## config.mk

```make
export PLATFORM = sky130hd
export DESIGN_NAME = amp_trig_sched
export DESIGN_NICKNAME = d
export VERILOG_FILES = /design/src/rtl/amp_trig_sched.sv
export SDC_FILE = /design/constraint.sdc
export NUM_CORES = 1
export LEC_CHECK = 0
export CAP_MARGIN = 20
export CORE_MARGIN = 5
export CORE_UTILIZATION = 59
export CTS_BUF_LIST = sky130_fd_sc_hd__clkbuf_2 sky130_fd_sc_hd__clkbuf_4 sky130_fd_sc_hd__clkbuf_8
export CTS_CLUSTER_DIAMETER = 80
export CTS_CLUSTER_SIZE = 16
export DETAILED_ROUTE_END_ITERATION = 7
export PLACE_DENSITY = 0.83
export SLEW_MARGIN = 20
export SYNTH_ARGS = -nofsm -noshare
export SYNTH_HDL_FRONTEND = slang
export SYNTH_SLANG_ARGS = --single-unit
```

## constraint.sdc

```tcl
create_clock -name clk -period 1.9 [get_ports clk]
set_input_delay 0.285 -clock clk [delete_from_list [all_inputs] [get_ports clk]]
set_output_delay 0.285 -clock clk [all_outputs]
set_load 0.03 [all_outputs]
```

## src/rtl/amp_trig_sched.sv

```systemverilog
// amp_trig_sched: multi-channel amplifier trigger scheduler.
// Synchronises an external trigger, counts coarse blocks of BLK_SIZE+1 clocks
// and fires a one-cycle pulse per enabled channel at its programmed block delay.
// Channel configuration is double-buffered and only applied while idle.
module amp_trig_sched #(
  parameter int NCH      = 4,
  parameter int BLK_SIZE = 20,
  parameter int DLY_W    = 7
) (
  input  logic             clk,
  input  logic             rst_n,
  input  logic             trigger_in,
  input  logic             global_en,
  input  logic             cfg_wr,
  input  logic [2:0]       cfg_ch,
  input  logic             cfg_en,
  input  logic [DLY_W-1:0] cfg_delay,
  output logic             cfg_ack,
  output logic             cfg_pending,
  input  logic             miss_clr,
  output logic [NCH-1:0]   amp_trig,
  output logic             busy,
  output logic [15:0]      trig_count,
  output logic [NCH-1:0]   miss
);

  localparam int               BW        = (BLK_SIZE < 1) ? 1 : $clog2(BLK_SIZE + 1);
  localparam logic [BW-1:0]    BLK_LAST  = BW'(BLK_SIZE);
  localparam logic [DLY_W-1:0] MSTR_LAST = '1;

  typedef enum logic [1:0] {
    IDLE     = 2'd0,
    COUNT    = 2'd1,
    WAIT_LOW = 2'd2
  } state_t;

  // Trigger synchroniser and edge detection
  logic       sync1_q;
  logic       trig_s_q;
  logic       trig_d_q;
  logic [1:0] fill_q;
  logic       armed_q;
  logic       trig_edge;

  // Sequencer state
  state_t           state_q, state_d;
  logic [BW-1:0]    blk_q, blk_d;
  logic [DLY_W-1:0] mstr_q, mstr_d;
  logic [NCH-1:0]   fired_q, fired_d;
  logic [15:0]      trig_count_q, trig_count_d;
  logic [NCH-1:0]   amp_trig_q;
  logic [NCH-1:0]   miss_q, miss_d;
  logic [NCH-1:0]   miss_set;
  logic             pending_q, pending_d;
  logic             cfg_ack_q;
  logic             apply_cfg;

  // Per-channel views of the active configuration
  logic [NCH-1:0]   act_en;
  logic [NCH-1:0]   fire;
  logic             count_live;
  logic             blk_wrap;

  // Two-flop synchroniser plus delayed copy. fill_q marks when trig_s_q holds a
  // real sample of the pin rather than its reset value, so a trigger held high
  // across reset release never arms the detector until it has been seen low.
  always_ff @(posedge clk or negedge rst_n) begin
    if (!rst_n) begin
      sync1_q  <= 1'b0;
      trig_s_q <= 1'b0;
      trig_d_q <= 1'b0;
      fill_q   <= 2'b00;
      armed_q  <= 1'b0;
    end else begin
      sync1_q  <= trigger_in;
      trig_s_q <= sync1_q;
      trig_d_q <= trig_s_q;
      fill_q   <= {fill_q[0], 1'b1};
      if (fill_q[1] && !trig_s_q) begin
        armed_q <= 1'b1;
      end
    end
  end

  assign trig_edge  = trig_s_q & ~trig_d_q & armed_q;
  // A cycle in COUNT where the trigger is already low is an exit cycle and may not fire.
  assign count_live = (state_q == COUNT) && trig_s_q;
  assign blk_wrap   = (blk_q == BLK_LAST);

  genvar gi;
  generate
    for (gi = 0; gi < NCH; gi++) begin : g_ch
      logic             sh_en_q;
      logic [DLY_W-1:0] sh_dly_q;
      logic             act_en_q;
      logic [DLY_W-1:0] act_dly_q;

      // Shadow entry takes host writes; active entry loads from shadow while idle
      always_ff @(posedge clk or negedge rst_n) begin
        if (!rst_n) begin
          sh_en_q   <= 1'b0;
          sh_dly_q  <= '0;
          act_en_q  <= 1'b0;
          act_dly_q <= '0;
        end else begin
          if (cfg_wr && (cfg_ch == 3'(gi))) begin
            sh_en_q  <= cfg_en;
            sh_dly_q <= cfg_delay;
          end
          if (apply_cfg) begin
            act_en_q  <= sh_en_q;
            act_dly_q <= sh_dly_q;
          end
        end
      end

      assign act_en[gi] = act_en_q;
      assign fire[gi]   = count_live & act_en_q & ~fired_q[gi] & global_en &
                          (blk_q == '0) & (mstr_q == act_dly_q);
    end
  endgenerate

  // Next-state logic for the trigger sequencer and config handshake
  always_comb begin
    state_d      = state_q;
    blk_d        = blk_q;
    mstr_d       = mstr_q;
    fired_d      = fired_q;
    trig_count_d = trig_count_q;
    miss_set     = '0;
    apply_cfg    = 1'b0;

    case (state_q)
      IDLE: begin
        if (trig_edge && global_en) begin
          state_d      = COUNT;
          blk_d        = '0;
          mstr_d       = '0;
          fired_d      = '0;
          trig_count_d = trig_count_q + 16'd1;
        end
        // Never swap configuration on the cycle an edge is being looked at.
        if (pending_q && !trig_edge) begin
          apply_cfg = 1'b1;
        end
      end

      COUNT: begin
        if (!trig_s_q) begin
          state_d  = IDLE;
          miss_set = act_en & ~fired_q;
        end else begin
          fired_d = fired_q | fire;
          if (blk_wrap) begin
            blk_d = '0;
            if (mstr_q != MSTR_LAST) begin
              mstr_d = mstr_q + 1'b1;
            end
          end else begin
            blk_d = blk_q + 1'b1;
          end
          // Done once every enabled channel has fired, or the last block has run out.
          if (((act_en & ~fired_d) == '0) || (blk_wrap && (mstr_q == MSTR_LAST))) begin
            state_d = WAIT_LOW;
          end
        end
      end

      WAIT_LOW: begin
        if (!trig_s_q) begin
          state_d = IDLE;
        end
      end

      default: begin
        state_d = IDLE;
      end
    endcase

    pending_d = cfg_wr | (pending_q & ~apply_cfg);
    // A miss reported in the same cycle as a clear must survive.
    miss_d    = (miss_q & ~{NCH{miss_clr}}) | miss_set;
  end

  // Sequencer, pulse and status registers
  always_ff @(posedge clk or negedge rst_n) begin
    if (!rst_n) begin
      state_q      <= IDLE;
      blk_q        <= '0;
      mstr_q       <= '0;
      fired_q      <= '0;
      trig_count_q <= '0;
      amp_trig_q   <= '0;
      miss_q       <= '0;
      pending_q    <= 1'b0;
      cfg_ack_q    <= 1'b0;
    end else begin
      state_q      <= state_d;
      blk_q        <= blk_d;
      mstr_q       <= mstr_d;
      fired_q      <= fired_d;
      trig_count_q <= trig_count_d;
      amp_trig_q   <= fire;
      miss_q       <= miss_d;
      pending_q    <= pending_d;
      cfg_ack_q    <= cfg_wr;
    end
  end

  assign amp_trig    = amp_trig_q;
  assign busy        = (state_q != IDLE);
  assign trig_count  = trig_count_q;
  assign miss        = miss_q;
  assign cfg_ack     = cfg_ack_q;
  assign cfg_pending = pending_q;

endmodule

```

==> results.toml, run 1 <==
[run_status]
status = "finished with violations"
violations = "setup timing"

[layout]
fin_nets = 477
multi_input_area_um2 = 2030
nFillCells = 527
diodes = 0
fin_util_pct = 74.1
layout-drive-gt1-share_pct = 30.1
regArea_um2 = 2860
syn2layout_area_growth_pct = 22.8

[cts]
cts_buffers = 17
cts_htree_levels = 4
cts_sinks = 114
path_clk_slew_ns = 0.06
clk_latency_ns = 0.42
cts_tree = "yes"
root_buffer = "clkbuf_8"
clk_path_buf_depth = 2

[setup_path]
required_ns = 2.23
endpoint_kind = "flop"
regToRegStartpoint = "mstr_q[0]"
worstPathArrival_ns = 2.42
r2r_setup_slack_ns = -0.18
startpoint_type = "flop"
critPathLaunch = "mstr_q[0]"
cp_max_fo = 4
path_class = "reg2reg"
r2r_cells = 6

[power]
power_mw = 7.80
p_int_mw = 5.29
p_clk_share_pct = 26.1
p_switching_mw = 2.51
power.leakage_nw = 2.81
swShare_pct = 32.1
p_per_area_nw_per_um2 = 1290
ir_drop_v = 0.000761
p_comb_share_pct = 28.6
p_seq_share_pct = 45.3

[timing]
min_period_ns = 2.08
setup_viol = 2
drv_slew = 0
fin_ws_ns = -0.183
setup_tns_ns = -0.270
skew_ns = 0.0148
hold_viol_final = 0
min_period_over_period_pct = 110
tightestPinTransition_ns = 0.672
grt_setup_unrepaired = "yes"
timing.fmax_mhz = 480
relSlewSlack_pct = 54.7
timing.hold.ws_ns = 0.325

[detailed_routing]
met2WireLength_um = 5580
routed_wl_um = 10400
via_count = 3227
avgViaCountPerCell = 5.62
drt-initial-drc-count = 185
top_layer = "met4"
wl_met1_um = 4120
drt-wirelength-per-cell_um = 18.1
ant_nets = 0
drc = 0
dr_wl_met3_um = 500
first_pass_iters = 4

[logic_synthesis]
synth_most_common_cell = "dfrtp_1"
synth_cells = 382
synth-main-ff-cell = "dfrtp_1"
yosysUniqueCellTypes = 41
ys_warn_count = 0
netlist_area_um2 = 4940
synth.top_cell.area_share_pct = 57.8
yosys-top-cells-count = "114 x dfrtp_1, 64 x mux2_2, 26 x nand2_1, 26 x xor2_1, 21 x xnor2_1"
yosys.area.top_type = "dfrtp_1"
ys_seq_area_share_pct = 57.8
syn_avg_cell_area_um2 = 12.9
synth-seq-cells = 114
synth_edf_count = 0
ys_async_sr_fraction_pct = 100
syn-num-nets = 403
synth.area.top_cells = "dfrtp_1 58%, mux2_2 15%, xor2_1 4.6%"

[global_route]
grt_pass1_vias = 3442
grt_max_degree = 39
grt-ovfl-total = 0
antenna_found_initial = 0
grt_pass1_wl_um = 17300
track_usage_pct = 22.0

[placed_design]
hpwl_um = 7230
place.gp.congestion = 0.825
pre_cts_slack_ns = -0.0111
io_buffer_count = 43

[flow_run]
cap_viol_max_count = 0

[die]
core_area_um2 = 8180
die_height_um = 101
fp.dieArea_um2 = 10300
initial_core_util_pct = 60.4
fp.dieW_um = 101
ioPinCount = 44
rows = 33

[min_path]
hold_start = "trigger_in"
whs_path_depth = 1
hp-class = "in2reg"
what timing repair did:
action | 4_1_cts | 5_1_grt
hold endpoints to repair | 28 | 0
endpoints found under the setup margin | 3 | 11
setup buffers | 0 | 2
resized for setup | 6 | 17
hold buffers | 1 | 0
pin swaps | 0 | 5
critical path, stage by stage (launching register included):
cell	delay [ns]
dfrtp_2	0.43
buf_4	0.16
xor2_1	0.18
nor4_2	0.50
a21oi_2	0.17
a2111oi_4	0.42
o2bb2ai_2	0.14
routing by layer:
metal  track usage [%]  vias up
li1                  -     1483
met1              27.2     1638
met2              37.6       87
met3              5.51       19
met4              8.18        0
met5                 0        -
path summary, 6_finish.rpt:
check	to
worst max-delay path	state_q[1]
worst min-delay path	sync1_q
worst max register to register	state_q[1]
worst min register to register	fill_q[1]
max in group asynchronous	g_ch[0].act_dly_q[2]
min in group asynchronous	blk_q[1]
power groups by stage:
| stage | clock [mW] | combinational (mW) | sequential [mW] |
|---|---|---|---|
| floorplan | 0 | 1.41 | 3.48 |
| global placement | 0 | 1.97 | 3.53 |
| detailed placement | 0 | 2.04 | 3.58 |
| CTS | 2.07 | 2.10 | 3.54 |
| global route | 2.20 | 2.40 | 3.61 |
| finish | 2.03 | 2.23 | 3.54 |
kinds of logic (layout without fill, tap and decap cells):
kind of cell	Yosys count	after routing	synth area share, %
adder cells (fa/ha/maj)	4	4	1.01
XOR/XNOR	47	47	8.34
buffers and inverters	21	108	2.48
other	1	1	0.0760
AO/OA/AOI/OAI	29	29	3.83
multiplexers	66	66	15.0
AND/OR/NAND/NOR	100	100	11.5
flip-flops	114	114	57.8
stage by stage:
| stage | instance area [µm²] | std cells |
|---|---|---|
| 2_1_floorplan | 4940 | 382 |
| 3_3_place_gp | 5590 | 539 |
| 3_5_place_dp | 5590 | 539 |
| 4_1_cts | 5980 | 572 |
| 5_1_grt | 6060 | 574 |
| 6_report | 6060 | 574 |
registers in the layout, summed over array words and instances, names as in the netlist:
signal / cells
fired_q: 4
fill_q: 2
state_q: 2
trig_d_q: 1
blk_q: 5
miss: 4
cfg_pending: 1
trig_s_q: 1
cfg_ack: 1
sync1_q: 1
trig_count: 16
g_ch.act_en_q: 4
armed_q: 1
g_ch.sh_en_q: 4
g_ch.sh_dly_q: 28
g_ch.act_dly_q: 28
amp_trig: 4
mstr_q: 7
final cells by class:
| cell class | instances | area share, % |
|---|---|---|
| flip-flops and latches | 114 | 47.2 |
| multi-input cells | 247 | 33.5 |
| repair buffers | 67 | 10.6 |
| clock buffers | 22 | 4.58 |
| well taps | 105 | 2.17 |
| clock inverters | 10 | 1.42 |
| inverters | 9 | 0.557 |
layout by cell type (no fill, tap or decap), types with 2 or more instances in the layout:
cell             instances
nor2_1                  15
o21a_1                   2
nor4_2                   3
inv_1                    8
dfrtp_1                110
nand4_1                  9
and3_1                   8
clkinvlp_4               3
nand3_1                 12
clkdlybuf4s50_1         38
dfrtp_2                  4
clkbuf_8                18
nand2b_1                 4
a21o_1                   5
a21oi_1                  3
xor2_1                  26
xnor2_1                 21
clkbuf_4                 4
dlymetal6s2s_1           3
buf_4                   22
mux2_2                  64
and3b_1                  3
nand2_1                 26
o22ai_1                  4
mux2i_1                  2
or4_4                    2
o21ai_0                  7
clkinv_2                 5
ha_1                     4
nor3_4                   2
nor4_1                   2
and2_1                   2
buf_12                   2
nor2b_1                  4
Note: power is estimated with default switching activity, not from simulation.
==> run 2, diff against run 1 <==
- PLACE_DENSITY: 0.83 -> default
- PLACE_DENSITY_LB_ADDON: default -> 0.2
==> run 2 against run 1 <==
Effect of this change: the flow now finishes without violations; largest cell class unchanged; global-route usage decreased by 1.4 points; via count decreased by 2.0%; clock skew decreased by 0.0024 ns; power increased by 0.95%; maximum frequency increased by 14%; register-to-register slack improved by 0.28 ns.
==> results.toml, run 2 (synthesized netlist as in run 1, its figures left out) <==
[global_route]
grt_pass1_wl_um = 16300
grt_pass1_vias = 3317
antenna_found_initial = 0
grt_max_degree = 59
track_usage_pct = 20.7
grt-ovfl-total = 0

[timing]
grt_setup_unrepaired = "no"
fin_ws_ns = 0.0749
timing.fmax_mhz = 548
min_period_ns = 1.83
skew_ns = 0.0124
min_period_over_period_pct = 96.1
drv_slew = 0
hold_viol_final = 0
setup_viol = 0

[power]
p_switching_mw = 2.44
p_per_area_nw_per_um2 = 1290
ir_drop_v = 0.000772
p_clk_share_pct = 28.6
p_comb_share_pct = 27.1
power.leakage_nw = 2.79
p_seq_share_pct = 44.3
p_int_mw = 5.43
swShare_pct = 31.0

[die]
fp.dieArea_um2 = 10300
rows = 33
fp.dieW_um = 101
core_area_um2 = 8180
die_height_um = 101
initial_core_util_pct = 60.4
ioPinCount = 44

[setup_path]
startpoint_type = "flop"
crit_path_max_incr_delay_ns = 0.70
required_ns = 1.62
endpoint_kind = "primary output"
cpMaxStageDelayCell = "clkdlybuf4s50_1"
path_class = "reg2out"
cp_max_fo = 5
critPathLaunch = "trig_count[4]"
r2r_setup_slack_ns = 0.10
regToRegStartpoint = "mstr_q[6]"
cpLargestDelayFamily = "buffers and inverters"
cp_num_buf_inv = 1
crit_path_cell_trace = "clkdlybuf4s50_1"
worstPathArrival_ns = 1.54

[cts]
cts_buffers = 17
root_buffer = "clkbuf_8"
clk_path_buf_depth = 2
cts_htree_levels = 4
cts_tree = "yes"
cts_setup_buffers = 0
clk_latency_ns = 0.42
path_clk_slew_ns = 0.08
cts_sinks = 114

[detailed_routing]
via_count = 3163
drt-initial-drc-count = 150
drt-wirelength-per-cell_um = 16.6
avgViaCountPerCell = 5.50
routed_wl_um = 9540
first_pass_iters = 4
ant_nets = 0
drc = 0

[layout]
final_cell_mix = "109 x dfrtp_1, 64 x mux2_2, 40 x clkdlybuf4s50_1, 26 x xor2_1, 26 x nand2_1"
syn2layout_area_growth_pct = 23.2
fin_nets = 478
layout-drive-gt1-share_pct = 29.1
mostFrequentLayoutCell = "dfrtp_1"
fin_util_pct = 74.4
diodes = 0

[min_path]
hold_start = "trigger_in"
hp-class = "in2reg"

[placed_design]
place.gp.congestion = 0.806
hpwl_um = 6820
pre_cts_slack_ns = -0.0440
io_buffer_count = 43

[flow_run]
cap_viol_max_count = 0

[run_status]
status = "complete, no violations"
[run 2: worst paths after layout]
path                            endpoint  cells after the start
setup / recovery           trig_count[4]                      1
hold / removal                   sync1_q                      1
setup reg to reg              state_q[0]                      6
hold reg to reg                fill_q[1]                      0
max in group asynchronous      mstr_q[0]                      3
min in group asynchronous      fill_q[0]                      3
[run 2: per-layer routing]
layer	global-route usage [%]	routed length, µm	share of wire (%)
met1	26.6	4160	44
met2	34.8	4950	52
met3	4.34	328	3.4
met4	7.36	104	1.1
met5	0	0	0
[run 2: area by class of cell]
type / instances / area [µm²]
clock buffer: 20 / 275
fill: 540 / 2090
clock inverter: 12 / 131
tap: 105 / 131
timing repair buffer: 68 / 657
sequential: 114 / 2860
inverter: 9 / 33.8
multi-input combinational: 247 / 1990
[run 2: metrics by stage]
step	total power, mW	std cells	TNS [ns]	hold WS (ns)	area [µm²]
3_3_place_gp	5.54	542	0	0.318	5630
3_5_place_dp	5.62	542	-0.232	0.319	5630
2_1_floorplan	4.89	382	0	-0.0106	4940
5_1_grt	8.29	575	0	0.301	6080
4_1_cts	7.89	575	0	0.300	6050
6_report	7.87	575	0	0.316	6080
[run 2: power groups by stage]
stage	combinational, mW	sequential [mW]	clock (mW)
2_1_floorplan	1.41	3.48	0
3_3_place_gp	2.04	3.50	0
3_5_place_dp	2.09	3.53	0
4_1_cts	2.12	3.49	2.28
5_1_grt	2.31	3.57	2.40
6_report	2.13	3.49	2.25
[run 2: what timing repair did]
| action | CTS | global route |
|---|---|---|
| resized for setup | 3 | 11 |
| setup endpoints to repair | 3 | 4 |
| pin swaps | 0 | 1 |
| hold endpoints to repair | 114 | 0 |
| hold buffers | 1 | 0 |
| cloned | 0 | 0 |
==> run 3, diff against run 2 <==
- CORE_MARGIN: 5 -> 4
==> run 3 against run 2 <==
Effect of this change: first-iteration DRC count fell by 21%; clock-buffer cell count is 2 lower; critical endpoint is now trig_count[7]; final cell count rose by 0.52%; non-clock buffer count increased by 3; global-route usage increased by 2.1 points; sequential power about the same; worst setup slack got worse by 0.017 ns; register-to-register slack about the same.
==> results.toml, run 3 (synthesized netlist as in run 1, its figures left out) <==
[timing]
timing.fmax_mhz = 543
min_period_ns = 1.84
skew_ns = 0.0111
drv_slew = 0
grt_setup_unrepaired = "no"
setup_viol = 0
relSlewSlack_pct = 63.8
hold_viol_final = 0
tightestPinTransition_ns = 0.543
fin_ws_ns = 0.0578
min_period_over_period_pct = 97.0

[setup_path]
cp_max_fo = 5
path_class = "reg2out"
worstPathArrival_ns = 1.56
cp_num_buf_inv = 1
cpMaxStageDelayCell = "clkdlybuf4s50_1"
crit_path_cell_trace = "clkdlybuf4s50_1"
required_ns = 1.62
crit_path_max_incr_delay_ns = 0.71
startpoint_type = "flop"
endpoint_kind = "primary output"
cpLargestDelayFamily = "buffers and inverters"

[layout]
fin_nets = 481
nFillCells = 510
mostFrequentLayoutCell = "dfrtp_1"
layout-drive-gt1-share_pct = 29.8
regArea_um2 = 2860
fin_util_pct = 75.4
final_cell_mix = "111 x dfrtp_1, 64 x mux2_2, 37 x clkdlybuf4s50_1, 26 x xor2_1, 26 x nand2_1"
syn2layout_area_growth_pct = 24.9
diodes = 0
stdcell_area_um2 = 6170
multi_input_area_um2 = 2010

[detailed_routing]
via_count = 3201
first_pass_iters = 5
drc = 0
ant_nets = 0
drt-wirelength-per-cell_um = 17.6
drt-initial-drc-count = 118
avgViaCountPerCell = 5.54
routed_wl_um = 10200

[cts]
cts_buffers = 17
clk_path_buf_depth = 2
cts_tree = "yes"
root_buffer = "clkbuf_8"
path_clk_slew_ns = 0.07
cts_htree_levels = 4
cts_sinks = 114
clk_latency_ns = 0.43

[global_route]
grt-ovfl-total = 0
grt_pass1_wl_um = 17300
antenna_found_initial = 0
track_usage_pct = 22.8
grt_max_degree = 41
grt_pass1_vias = 3426

[run_status]
status = "complete, no violations"

[flow_run]
cap_viol_max_count = 0

[die]
core_area_um2 = 8180
fp.dieW_um = 99.5
initial_core_util_pct = 60.4
fp.dieArea_um2 = 9900
die_height_um = 99.5
ioPinCount = 44
rows = 33

[min_path]
hp-class = "in2reg"

[placed_design]
io_buffer_count = 43
pre_cts_slack_ns = -0.0395
placed_area_um2 = 5640
hpwl_um = 6950
place.gp.congestion = 0.845

[power]
p_per_area_nw_per_um2 = 1330
ir_drop_v = 0.00105
power_mw = 8.21
power.leakage_nw = 2.89
## run 3: final cells by class
type                    instances  share of cell area [%]
clock buffers                  18                    4.02
clock inverters                14                    3.29
inverters                       9                   0.548
multi-input cells             247                    32.5
flip-flops and latches        114                    46.3
well taps                     105                    2.13
repair buffers                 71                    11.1
## run 3: metal layers
| metal | global-route usage, % | part of all wire (%) | vias up | wire length, µm |
|---|---|---|---|---|
| met3 | 5.75 | 3.6 | 23 | 370 |
| met1 | 28.6 | 43 | 1625 | 4380 |
| met4 | 9.87 | 2.5 | 0 | 252 |
| met5 | 0 | 0 | - | 0 |
| li1 | - | - | 1493 | - |
| met2 | 37.7 | 51 | 60 | 5170 |
## run 3: worst paths after layout
check                                  end  depth (start not counted)     startpoint  slack (ns)
max                          trig_count[7]                          1  trig_count[7]        0.06
min                                sync1_q                          1     trigger_in        0.32
min reg2reg                      fill_q[1]                          0      fill_q[0]        0.35
min in group asynchronous         blk_q[2]                          2          rst_n        0.38
max in group asynchronous  g_ch[1].sh_en_q                          3          rst_n        0.96
max reg2reg                     state_q[0]                          5      mstr_q[6]        0.10
## run 3: repair_timing
| action | in CTS | in global routing |
|---|---|---|
| hold endpoints to repair | 36 | 0 |
| endpoints found under the setup margin | 1 | 7 |
| gates resized for setup | 1 | 17 |
| setup buffers | 0 | 1 |
| pin swaps | 0 | 2 |
| hold buffers | 1 | 0 |
## run 3: power by group
group / total, mW / leakage (nW) / switching [mW] / internal (mW)
registers: 3.49 / 1.43 / 0.453 / 3.04
clock network: 2.53 / 0.229 / 1.04 / 1.49
logic: 2.19 / 1.23 / 1.05 / 1.14
total: 8.21 / 2.89 / 2.55 / 5.66
## run 3: per-stage QoR
step	std cells	hold WS, ns	TNS [ns]
6_report	578	0.321	0
5_1_grt	578	0.304	0
4_1_cts	577	0.310	0
3_5_place_dp	544	0.306	-0.242
3_3_place_gp	544	0.307	0
2_1_floorplan	382	-0.0106	0
